### config.mk
export PLATFORM = sky130hd
export DESIGN_NAME = ms_delay_scheduler
export DESIGN_NICKNAME = d
export VERILOG_FILES = /design/src/rtl/ms_delay_scheduler.sv
export SDC_FILE = /design/constraint.sdc
export NUM_CORES = 1
export LEC_CHECK = 0
export CAP_MARGIN = 5
export CELL_PAD_IN_SITES_DETAIL_PLACEMENT = 0
export CELL_PAD_IN_SITES_GLOBAL_PLACEMENT = 1
export CORE_UTILIZATION = 25
export CTS_CLUSTER_DIAMETER = 40
export CTS_CLUSTER_SIZE = 12
export DETAILED_ROUTE_END_ITERATION = 16
export PLACE_DENSITY_LB_ADDON = 0.1
export SYNTH_ARGS = -nofsm -noshare
export SYNTH_HDL_FRONTEND = slang
export SYNTH_SLANG_ARGS = --single-unit
### constraint.sdc
create_clock -name clk -period 5.2 [get_ports clk]
set_input_delay 0.78 -clock clk [delete_from_list [all_inputs] [get_ports clk]]
set_output_delay 0.78 -clock clk [all_outputs]
set_load 0.01 [all_outputs]
### src/rtl/ms_delay_scheduler.sv
// Shares one 1 ms timebase among NCH delay requesters. Each channel queues one
// request, gets a round-robin load grant, counts down on ticks and pulses done.
module ms_delay_scheduler #(
    parameter int NCH = 4,
    parameter int DW  = 8
) (
    input  logic              clk,
    input  logic              rst,
    input  logic              tick,
    input  logic [NCH-1:0]    req,
    input  logic [NCH-1:0]    cancel,
    input  logic [NCH*DW-1:0] dly,
    output logic              timer_en,
    output logic [NCH-1:0]    grant,
    output logic [NCH-1:0]    busy,
    output logic [NCH-1:0]    done
);

    localparam int RW = $clog2(NCH);

    typedef enum logic [1:0] {
        ST_IDLE = 2'd0,
        ST_PEND = 2'd1,
        ST_RUN  = 2'd2
    } state_t;

    state_t        state      [NCH];
    state_t        state_nxt  [NCH];
    logic [DW-1:0] shadow     [NCH];
    logic [DW-1:0] shadow_nxt [NCH];
    logic [DW-1:0] count      [NCH];
    logic [DW-1:0] count_nxt  [NCH];
    logic [RW-1:0] rr;
    logic [RW-1:0] rr_nxt;
    logic [NCH-1:0] pend;
    logic [NCH-1:0] cand;
    logic [NCH-1:0] win_oh;
    logic [NCH-1:0] grant_nxt;
    logic [NCH-1:0] done_nxt;

    // Status decode and arbitration; busy/timer_en come from state registers only.
    always_comb begin
        pend   = '0;
        busy   = '0;
        win_oh = '0;
        rr_nxt = rr;
        for (int i = 0; i < NCH; i++) begin
            pend[i] = (state[i] == ST_PEND);
            busy[i] = (state[i] != ST_IDLE);
        end
        timer_en = |busy;
        cand     = pend & ~cancel;
        // First pass picks the lowest candidate overall (wrap-around case);
        // the second pass overrides it with the lowest candidate at or above rr.
        for (int i = NCH - 1; i >= 0; i--) begin
            if (cand[i]) begin
                win_oh    = '0;
                win_oh[i] = 1'b1;
                rr_nxt    = (i == NCH - 1) ? '0 : RW'(i + 1);
            end
        end
        for (int i = NCH - 1; i >= 0; i--) begin
            if (cand[i] && (RW'(i) >= rr)) begin
                win_oh    = '0;
                win_oh[i] = 1'b1;
                rr_nxt    = (i == NCH - 1) ? '0 : RW'(i + 1);
            end
        end
    end

    // Per-channel next state. Cancel has priority over request, grant and tick.
    // NOTE: every combinational output gets a default first so no latch is inferred.
    always_comb begin
        for (int i = 0; i < NCH; i++) begin
            state_nxt[i]  = state[i];
            shadow_nxt[i] = shadow[i];
            count_nxt[i]  = count[i];
            grant_nxt[i]  = 1'b0;
            done_nxt[i]   = 1'b0;
            if (cancel[i]) begin
                state_nxt[i] = ST_IDLE;
            end else begin
                case (state[i])
                    ST_IDLE: begin
                        if (req[i]) begin
                            state_nxt[i]  = ST_PEND;
                            shadow_nxt[i] = dly[i*DW +: DW];
                        end
                    end
                    ST_PEND: begin
                        if (win_oh[i]) begin
                            grant_nxt[i] = 1'b1;
                            if (shadow[i] != '0) begin
                                state_nxt[i] = ST_RUN;
                                count_nxt[i] = shadow[i];
                            end else begin
                                state_nxt[i] = ST_IDLE;
                                done_nxt[i]  = 1'b1;
                            end
                        end
                    end
                    ST_RUN: begin
                        if (tick) begin
                            count_nxt[i] = count[i] - 1'b1;
                            if (count[i] == DW'(1)) begin
                                state_nxt[i] = ST_IDLE;
                                done_nxt[i]  = 1'b1;
                            end
                        end
                    end
                    default: state_nxt[i] = ST_IDLE;
                endcase
            end
        end
    end

    // NOTE: sequential state uses non-blocking assignments; the per-channel
    // register arrays are plain flops, so they are reset like any other state.
    always_ff @(posedge clk) begin
        if (rst) begin
            rr    <= '0;
            grant <= '0;
            done  <= '0;
            for (int i = 0; i < NCH; i++) begin
                state[i]  <= ST_IDLE;
                shadow[i] <= '0;
                count[i]  <= '0;
            end
        end else begin
            rr    <= rr_nxt;
            grant <= grant_nxt;
            done  <= done_nxt;
            for (int i = 0; i < NCH; i++) begin
                state[i]  <= state_nxt[i];
                shadow[i] <= shadow_nxt[i];
                count[i]  <= count_nxt[i];
            end
        end
    end

endmodule
==> results of run 1 <==
-- critical path, stage by stage --
cell and delay, ns:
clkdlybuf4s50_1 0.50, nand2b_1 0.33, a22oi_1 0.27, o22ai_2 0.14, a31oi_2 0.69, o21ai_0 0.21
a21oi_1 0.17
-- routing by layer --
layer	part of all wire [%]	routed length [um]	GRT usage, %
met3	2.3	289	2.35
met4	1.5	189	5.62
met2	46	5800	22.7
met1	50	6290	18.7
met5	0	0	0
-- cells in the final DEF, fill, tap and decap left out, types with 5 or more instances in the layout --
cell type and n:
nand3_1 9, ha_1 20, nor2b_1 13, nand2_1 52, inv_1 30, or2_2 5, nor4_1 11, a21oi_1 41
clkdlybuf4s50_1 54, clkbuf_16 9, nand2b_1 10, nor2_1 63, o21ai_0 14, and3_1 6, a22oi_1 5, a31oi_1 7
or3_1 5, o32ai_1 14, mux2i_1 46, nor3_1 17, dfxtp_1 82
-- cells in the mapped netlist, drive strengths merged, types with 3 or more instances --
| library cell | count | area share, % |
|---|---|---|
| a211o | 4 | 0.79 |
| o32ai | 14 | 2.7 |
| a21oi | 44 | 5.4 |
| ha | 20 | 5.4 |
| inv | 30 | 2.4 |
| a22oi | 5 | 0.82 |
| or2 | 5 | 0.68 |
| nor2 | 64 | 5.3 |
| nor2b | 13 | 1.8 |
| or3b | 4 | 0.82 |
| and3 | 6 | 0.82 |
| a31oi | 8 | 1.2 |
| nand2b | 11 | 1.7 |
| nand3b | 4 | 0.65 |
| nor4 | 13 | 2.0 |
| o21ai | 15 | 1.6 |
| buf | 9 | 1.6 |
| dfxtp | 82 | 36 |
| o31ai | 5 | 1.1 |
| nand2 | 52 | 4.2 |
| or4 | 4 | 0.65 |
| o211ai | 3 | 0.49 |
| nand3 | 9 | 0.98 |
| o221ai | 3 | 0.57 |
| clkbuf | 20 | 1.7 |
| or3 | 5 | 0.68 |
| nor3 | 19 | 2.3 |
| mux2i | 46 | 10 |
-- flip-flops by register name, indices dropped and copies added (netlist names) --
register	cells
count	32
shadow	32
state	8
done	4
grant	4
rr	2
-- power breakdown --
group          switching (uW)  leakage (uW)  internal, uW  total (uW)
clock                     270      0.000145           398         668
sequential               21.2      0.000665           649         670
combinational             116       0.00139          99.1         215
total                     407       0.00220          1150        1550
-- layout make-up --
type | count | area (um^2)
Fill cell | 1923 | 12400
Multi-Input combinational cell | 402 | 2700
Sequential cell | 82 | 1640
Timing Repair Buffer | 57 | 561
Tap cell | 229 | 287
Clock buffer | 12 | 256
Inverter | 31 | 116
Clock inverter | 4 | 50.0
-- cell families after synthesis --
logic type	count (synthesis)	synth area share, %
fa+ha+maj	20	5.43
flops	82	35.7
compound gates	118	18.9
mux	47	10.2
buf+inv	60	5.79
simple gates	217	24.0
-- path summary, 6_finish.rpt --
| kind | startpoint | end | slack (ns) | cells past startpoint |
|---|---|---|---|---|
| min | count[2][6] | count[2][6] | 0.48 | 2 |
| max reg2reg | state[1][0] | count[1][0] | 2.57 | 8 |
| max | cancel[0] | count[2][3] | 2.38 | 7 |
| min reg2reg | count[2][6] | count[2][6] | 0.48 | 2 |
-- metrics by stage --
step / power (uW) / hold WS (ns)
4_1_cts: 1580 / 0.477
3_3_place_gp: 899 / 0.465
6_report: 1550 / 0.477
3_5_place_dp: 901 / 0.468
5_1_grt: 1630 / 0.502
2_1_floorplan: 819 / 0.441
==> reports/results.txt, run 1 <==
Worst Clk Skew: 0.00426 ns
DIE AREA: 19,000 um^2
clock latency on the worst-skew pair: 0.34 ns
ANT nets after route: 0
CTS tree: done
synth unique cells: 67
Final period util: 54.2%
largest net degree at the start of global routing: 48
final core occ: 31.1%
row count: 49
asr flop ratio synth: 0%
Initial Util: 25.5%
ANT cells: 0
Worst Path Max Fanout: 17
Residual DRC: 0
Fmax: 0.355 GHz
Max-Cap Viols: 0
TritonRoute pass-1 iters: 4
leakage power: 0.00220 uW
Mapped Cells: 544
clk slew on worst S/H paths: 0.06 ns
Seq cells post-synth: 82
root buf cell: clkbuf_16
Tmin final: 2.82 ns
Setup Buffers After CTS: 0
fraction of layout cells with a size suffix above 1: 7.48%
initial antenna violation count: 0
fin worst setup slack: 2.38 ns
ys flop type: dfxtp_1
nets@finish: 646
PortBufs: 55
syn_area_per_cell: 8.46 um^2
DR WL/cell: 15.4 um
CP required: 5.47 ns
final hold vios: 0
Seq/Total Area, Yosys: 35.7%
Hold Path Class: flip-flop to flip-flop
hold buffers post-CTS: 0
H-tree depth: 3
Final setup viols: 0
Layout area overhead: 21.8%
Die X: 138 um
vias per cell: 4.90
Final HPWL DP: 8740 um
final cell count without fillers: 817
Post-Syn Nets: 607
first-pass GRT wire length: 20,600 um
arrival time worst endpoint: 3.09 ns
RSZ-0062 raised after global routing: false
Cell Area, Synth: 4600 um^2
DR iter-0 viols: 234
post-place setup slack: 1.84 ns
DP Area: 5290 um^2
Global Route Usage Sum: 14.1%
via count: 4,006
Clock Path Buffers: 2
power per cell area: 277 nW/um^2
CP Capture Type: flip-flop
Sum Neg Setup Slack: 0 ns
kind of critical path: input port to flip-flop
I/O pin count: 56
slew margin rel.: 44.5%
Sink Count: 82
wirelength, routed: 12,600 um
vias in the first global route: 3,934
status: completed
Core ar.: 18,000 um^2
Post-synth EDFFs: 0
post-cts resize count: 0
total global routing overflow: 0
yosys warns: 0
Die Height: 138 um
crit path launch type: input port
Worst VDD drop: 0.000152 V
Finished Cell Area: 5610 um^2
CTS buffer count: 9
global placement routability congestion: 0.767
final max-slew violation count: 0
DP Cell Count: 800
Slew @ Worst Pin: 0.832 ns
Note: power is estimated with default switching activity, not from simulation.
==> run 2: changes to the inputs <==
Clock period 5.2 ns to 2.5 ns, I/O delays scaled along.
==> reports/results.txt, run 2 (synthesis gave the netlist of run 1 again) <==
hold buffers post-CTS: 0
clk slew on worst S/H paths: 0.06 ns
DR iter-0 viols: 231
Core ar.: 18,000 um^2
Worst VDD drop: 0.000297 V
final hold vios: 0
DP Cell Count: 824
Slowest cell on crit path: a2bb2oi_4
leakage power: 0.00232 uW
vias in the first global route: 3,946
via count: 4,034
Final setup viols: 0
Regs by FF count: count x32, shadow x32, state x8
Slew @ Worst Pin: 0.581 ns
Hold Path Class: input port to flip-flop
DIE AREA: 19,000 um^2
DR WL/cell: 14.9 um
Worst Path Max Fanout: 15
DP Area: 5490 um^2
commonest non-fill, non-tap cell in the layout: dfxtp_1
Comb power frac: 14.9%
root buf cell: clkbuf_16
Clock Path Buffers: 2
wirelength, routed: 12,500 um
Finished Cell Area: 5790 um^2
vias per cell: 4.81
fraction of layout cells with a size suffix above 1: 10.8%
global placement routability congestion: 0.756
fill count: 1,933
crit path launch type: flip-flop
Sum Neg Setup Slack: 0 ns
Switching Share: 25.5%
CTS tree: done
Final HPWL DP: 9060 um
row count: 49
clock latency on the worst-skew pair: 0.34 ns
Die X: 138 um
Tmin final: 2.19 ns
RSZ-0062 raised after global routing: false
Global Route Usage Sum: 14.1%
Residual DRC: 0
final max-slew violation count: 0
kind of critical path: flip-flop to flip-flop
total global routing overflow: 0
slew margin rel.: 60.9%
H-tree depth: 3
Fmax: 0.457 GHz
initial antenna violation count: 0
CTS buffer count: 9
power per cell area: 555 nW/um^2
Max-Cap Viols: 0
internal power: 2390 uW
crit-path cells: inv_1 -> ha_1 -> or2b_4 -> a22oi_1 -> o22a_2 -> a2bb2oi_4 -> mux2i_1 -> a21oi_1
Layout area overhead: 25.7%
Final period util: 87.5%
I/O pin count: 56
Flop pwr share: 43.3%
first-pass GRT wire length: 20,500 um
Die Height: 138 um
Initial Util: 25.5%
Psw: 819 uW
CP peak stage delay: 0.38 ns
CP Capture Type: flip-flop
worst hold slack: 0.430 ns
ANT nets after route: 0
PortBufs: 55
nets@finish: 669
arrival time worst endpoint: 2.41 ns
TritonRoute pass-1 iters: 5
Setup Buffers After CTS: 0
Sink Count: 82
overall power: 3210 uW
CP required: 2.72 ns
commonest cells after routing, fill and taps aside: 82 x dfxtp_1, 63 x nor2_1, 54 x clkdlybuf4s50_1
final cell count without fillers: 838
largest net degree at the start of global routing: 45
clock share of power: 41.8%
ANT cells: 0
status: completed
Worst Clk Skew: 0.00658 ns
-- run 2: final timing paths --
check | startpoint | endpoint | slack (ns) | cells past startpoint
worst max-delay path | state[1][1] | count[0][0] | 0.31 | 8
worst min-delay path | rst | shadow[0][1] | 0.43 | 2
worst max register to register | state[1][1] | count[0][0] | 0.31 | 8
worst min register to register | count[3][1] | count[3][1] | 0.47 | 2
-- run 2: through the flow --
step	utilization, %	setup WS (ns)
2_1_floorplan	-	0.566
3_3_place_gp	30.4	0.0828
3_5_place_dp	30.4	0.00916
4_1_cts	32.1	0.243
5_1_grt	32.1	0.140
6_report	32.1	0.311
-- run 2: critical path: cells and delay by family, from the launching register on --
family	cells	cell delay, ns
and+or+nand+nor	1	0.33
DFF	1	0.32
muxes	1	0.23
buffers and inverters	1	0.07
adders and majority gates	1	0.26
AOI/OAI and AO/OA	4	0.86
-- run 2: routing by layer --
metal / global-route usage (%) / wire length (um) / vias to the layer above
li1: - / - / 2065
met1: 18.3 / 6030 / 1898
met2: 22.6 / 5890 / 56
met3: 3.13 / 411 / 15
met4: 5.01 / 191 / 0
met5: 0 / 0 / -
-- run 2: repair_timing --
action	4_1_cts	5_1_grt
resized for setup	0	1
hold endpoints to repair	0	0
setup endpoints to repair	0	2
-- run 2: cell type report --
class	count	area (um^2)	share of cell area [%]
repair buffers	80	746	12.9
multi-input cells	402	2710	46.7
inverters	31	116	2.01
clock buffers	11	253	4.37
clock inverters	3	40.0	0.692
well taps	229	287	4.95
flip-flops and latches	82	1640	28.4
-- run 2: power groups by stage --
stage               clock [uW]  sequential [uW]  combinational [uW]
floorplan                    0             1400                 302
global placement             0             1420                 480
detailed placement           0             1420                 480
CTS                       1400             1390                 483
global route              1460             1400                 527
finish                    1340             1390                 477
==> run 3: changes to the inputs <==
Settings changed: CELL_PAD_IN_SITES_DETAIL_PLACEMENT 0 to unset, CELL_PAD_IN_SITES_GLOBAL_PLACEMENT 1 to unset, PLACE_DENSITY_LB_ADDON 0.1 to unset, SKIP_CTS_REPAIR_TIMING set to 1.
==> reports/results.txt, run 3 (synthesis gave the netlist of run 1 again) <==
crit-path cells: inv_1 -> ha_1 -> nand2b_1 -> buf_4 -> nand2_1 -> a21oi_1 -> a31oi_1 -> buf_4 -> or2_2 -> a21oi_1
Reg-to-Reg End: count[1][5]
DR WL/cell: 13.4 um
CP required: 2.78 ns
DIE AREA: 19,000 um^2
Residual DRC: 0
leakage power: 0.00229 uW
clock latency on the worst-skew pair: 0.35 ns
TritonRoute pass-1 iters: 5
Slowest cell on crit path: dfxtp_1
total global routing overflow: 0
Die Height: 138 um
DP Area: 5450 um^2
vias per cell: 4.83
Finished Cell Area: 5750 um^2
slew margin rel.: 56.1%
final cell count without fillers: 835
arrival time worst endpoint: 2.49 ns
Worst Hold End: count[3][1]
ANT nets after route: 0
final core occ: 31.9%
initial antenna violation count: 0
wirelength, routed: 11,200 um
met3 Use GR: 2.80%
GR Util met1: 16.5%
Hold Path Class: flip-flop to flip-flop
Layout area overhead: 24.9%
row count: 49
commonest non-fill, non-tap cell in the layout: dfxtp_1
final hold vios: 0
met2 Use GR: 19.5%
H-tree depth: 3
Worst Setup SP: state[0][1]
Initial Util: 25.5%
first-pass GRT wire length: 18,600 um
CP Capture Type: flip-flop
DP Cell Count: 819
DR iter-0 viols: 295
crit path launch type: flip-flop
I/O pin count: 56
Worst VDD drop: 0.000345 V
nets@finish: 664
Die X: 138 um
Final period util: 88.3%
kind of critical path: flip-flop to flip-flop
worst hold slack: 0.467 ns
Final setup viols: 0
status: completed
Sum Neg Setup Slack: 0 ns
global placement routability congestion: 0.809
Tmin final: 2.21 ns
largest net degree at the start of global routing: 75
fraction of layout cells with a size suffix above 1: 10.4%
Max-Cap Viols: 0
CTS buffer count: 9
Fmax: 0.453 GHz
Final HPWL DP: 7970 um
busiest layer in global routing: met2
power per cell area: 557 nW/um^2
Worst R2R Setup Slack: 0.29 ns
vias in the first global route: 3,815
CTS tree: done
PortBufs: 55
Hold Path Origin: count[3][1]
RR Startpoint: state[0][1]
R2R depth: 10
Clock Path Buffers: 2
Core ar.: 18,000 um^2
Slew @ Worst Pin: 0.655 ns
final max-slew violation count: 0
Worst Path Max Fanout: 16
RSZ-0062 raised after global routing: false
via count: 4,037
Regs by FF count: count x32, shadow x32, state x8
worst hold stages: 2
ANT cells: 0
Global Route Usage Sum: 12.6%
commonest cells after routing, fill and taps aside: 82 x dfxtp_1, 63 x nor2_1, 54 x clkdlybuf4s50_1
root buf cell: clkbuf_16
Worst Clk Skew: 0.00780 ns
CP peak stage delay: 0.35 ns
Sink Count: 82
clk slew on worst S/H paths: 0.07 ns
==> run 3: stage by stage <==
stage | total power [uW] | setup slack, ns
after detailed placement | 1880 | 0.0709
after global routing | 3360 | 0.109
after CTS | 3260 | 0.306
after floorplan | 1700 | 0.566
after global placement | 1880 | 0.0907
final | 3200 | 0.291
==> run 3: worst max-delay path, delay by kind of cell (launching register included) <==
kind | cells | cell delay, ns
adder cells (fa/ha/maj) | 1 | 0.25
AO/OA/AOI/OAI | 3 | 0.49
AND/OR/NAND/NOR | 3 | 0.59
flip-flops | 1 | 0.35
buffers and inverters | 3 | 0.44
==> run 3: area by class of cell <==
| type | instances | area, um^2 |
|---|---|---|
| timing repair buffer | 75 | 708 |
| tap | 229 | 287 |
| multi-input combinational | 402 | 2700 |
| clock inverter | 7 | 76.3 |
| sequential | 82 | 1640 |
| fill | 1935 | 12300 |
| clock buffer | 9 | 225 |
| inverter | 31 | 116 |
==> run 3: metal layers <==
layer / vias up / wire length (um)
met5: - / 0
met4: 0 / 224
met3: 18 / 525
met2: 93 / 5030
met1: 1865 / 5390
li1: 2061 / -
==> run 3: power by group <==
group	switching (uW)	leakage, uW	internal (uW)
clock network	571	0.000142	780
registers	42.1	0.000665	1350
logic	239	0.00148	221
total	851	0.00229	2350
==> run 3: how the worst max path moves through the flow <==
stage	endpoint	slack, ns	depth (start not counted)
finish	count[1][5]	0.29	10
global route	count[2][0]	0.11	9
CTS	count[1][2]	0.31	10
detailed placement	count[3][0]	0.07	7
global placement	count[3][0]	0.09	7
floorplan	count[3][0]	0.57	8
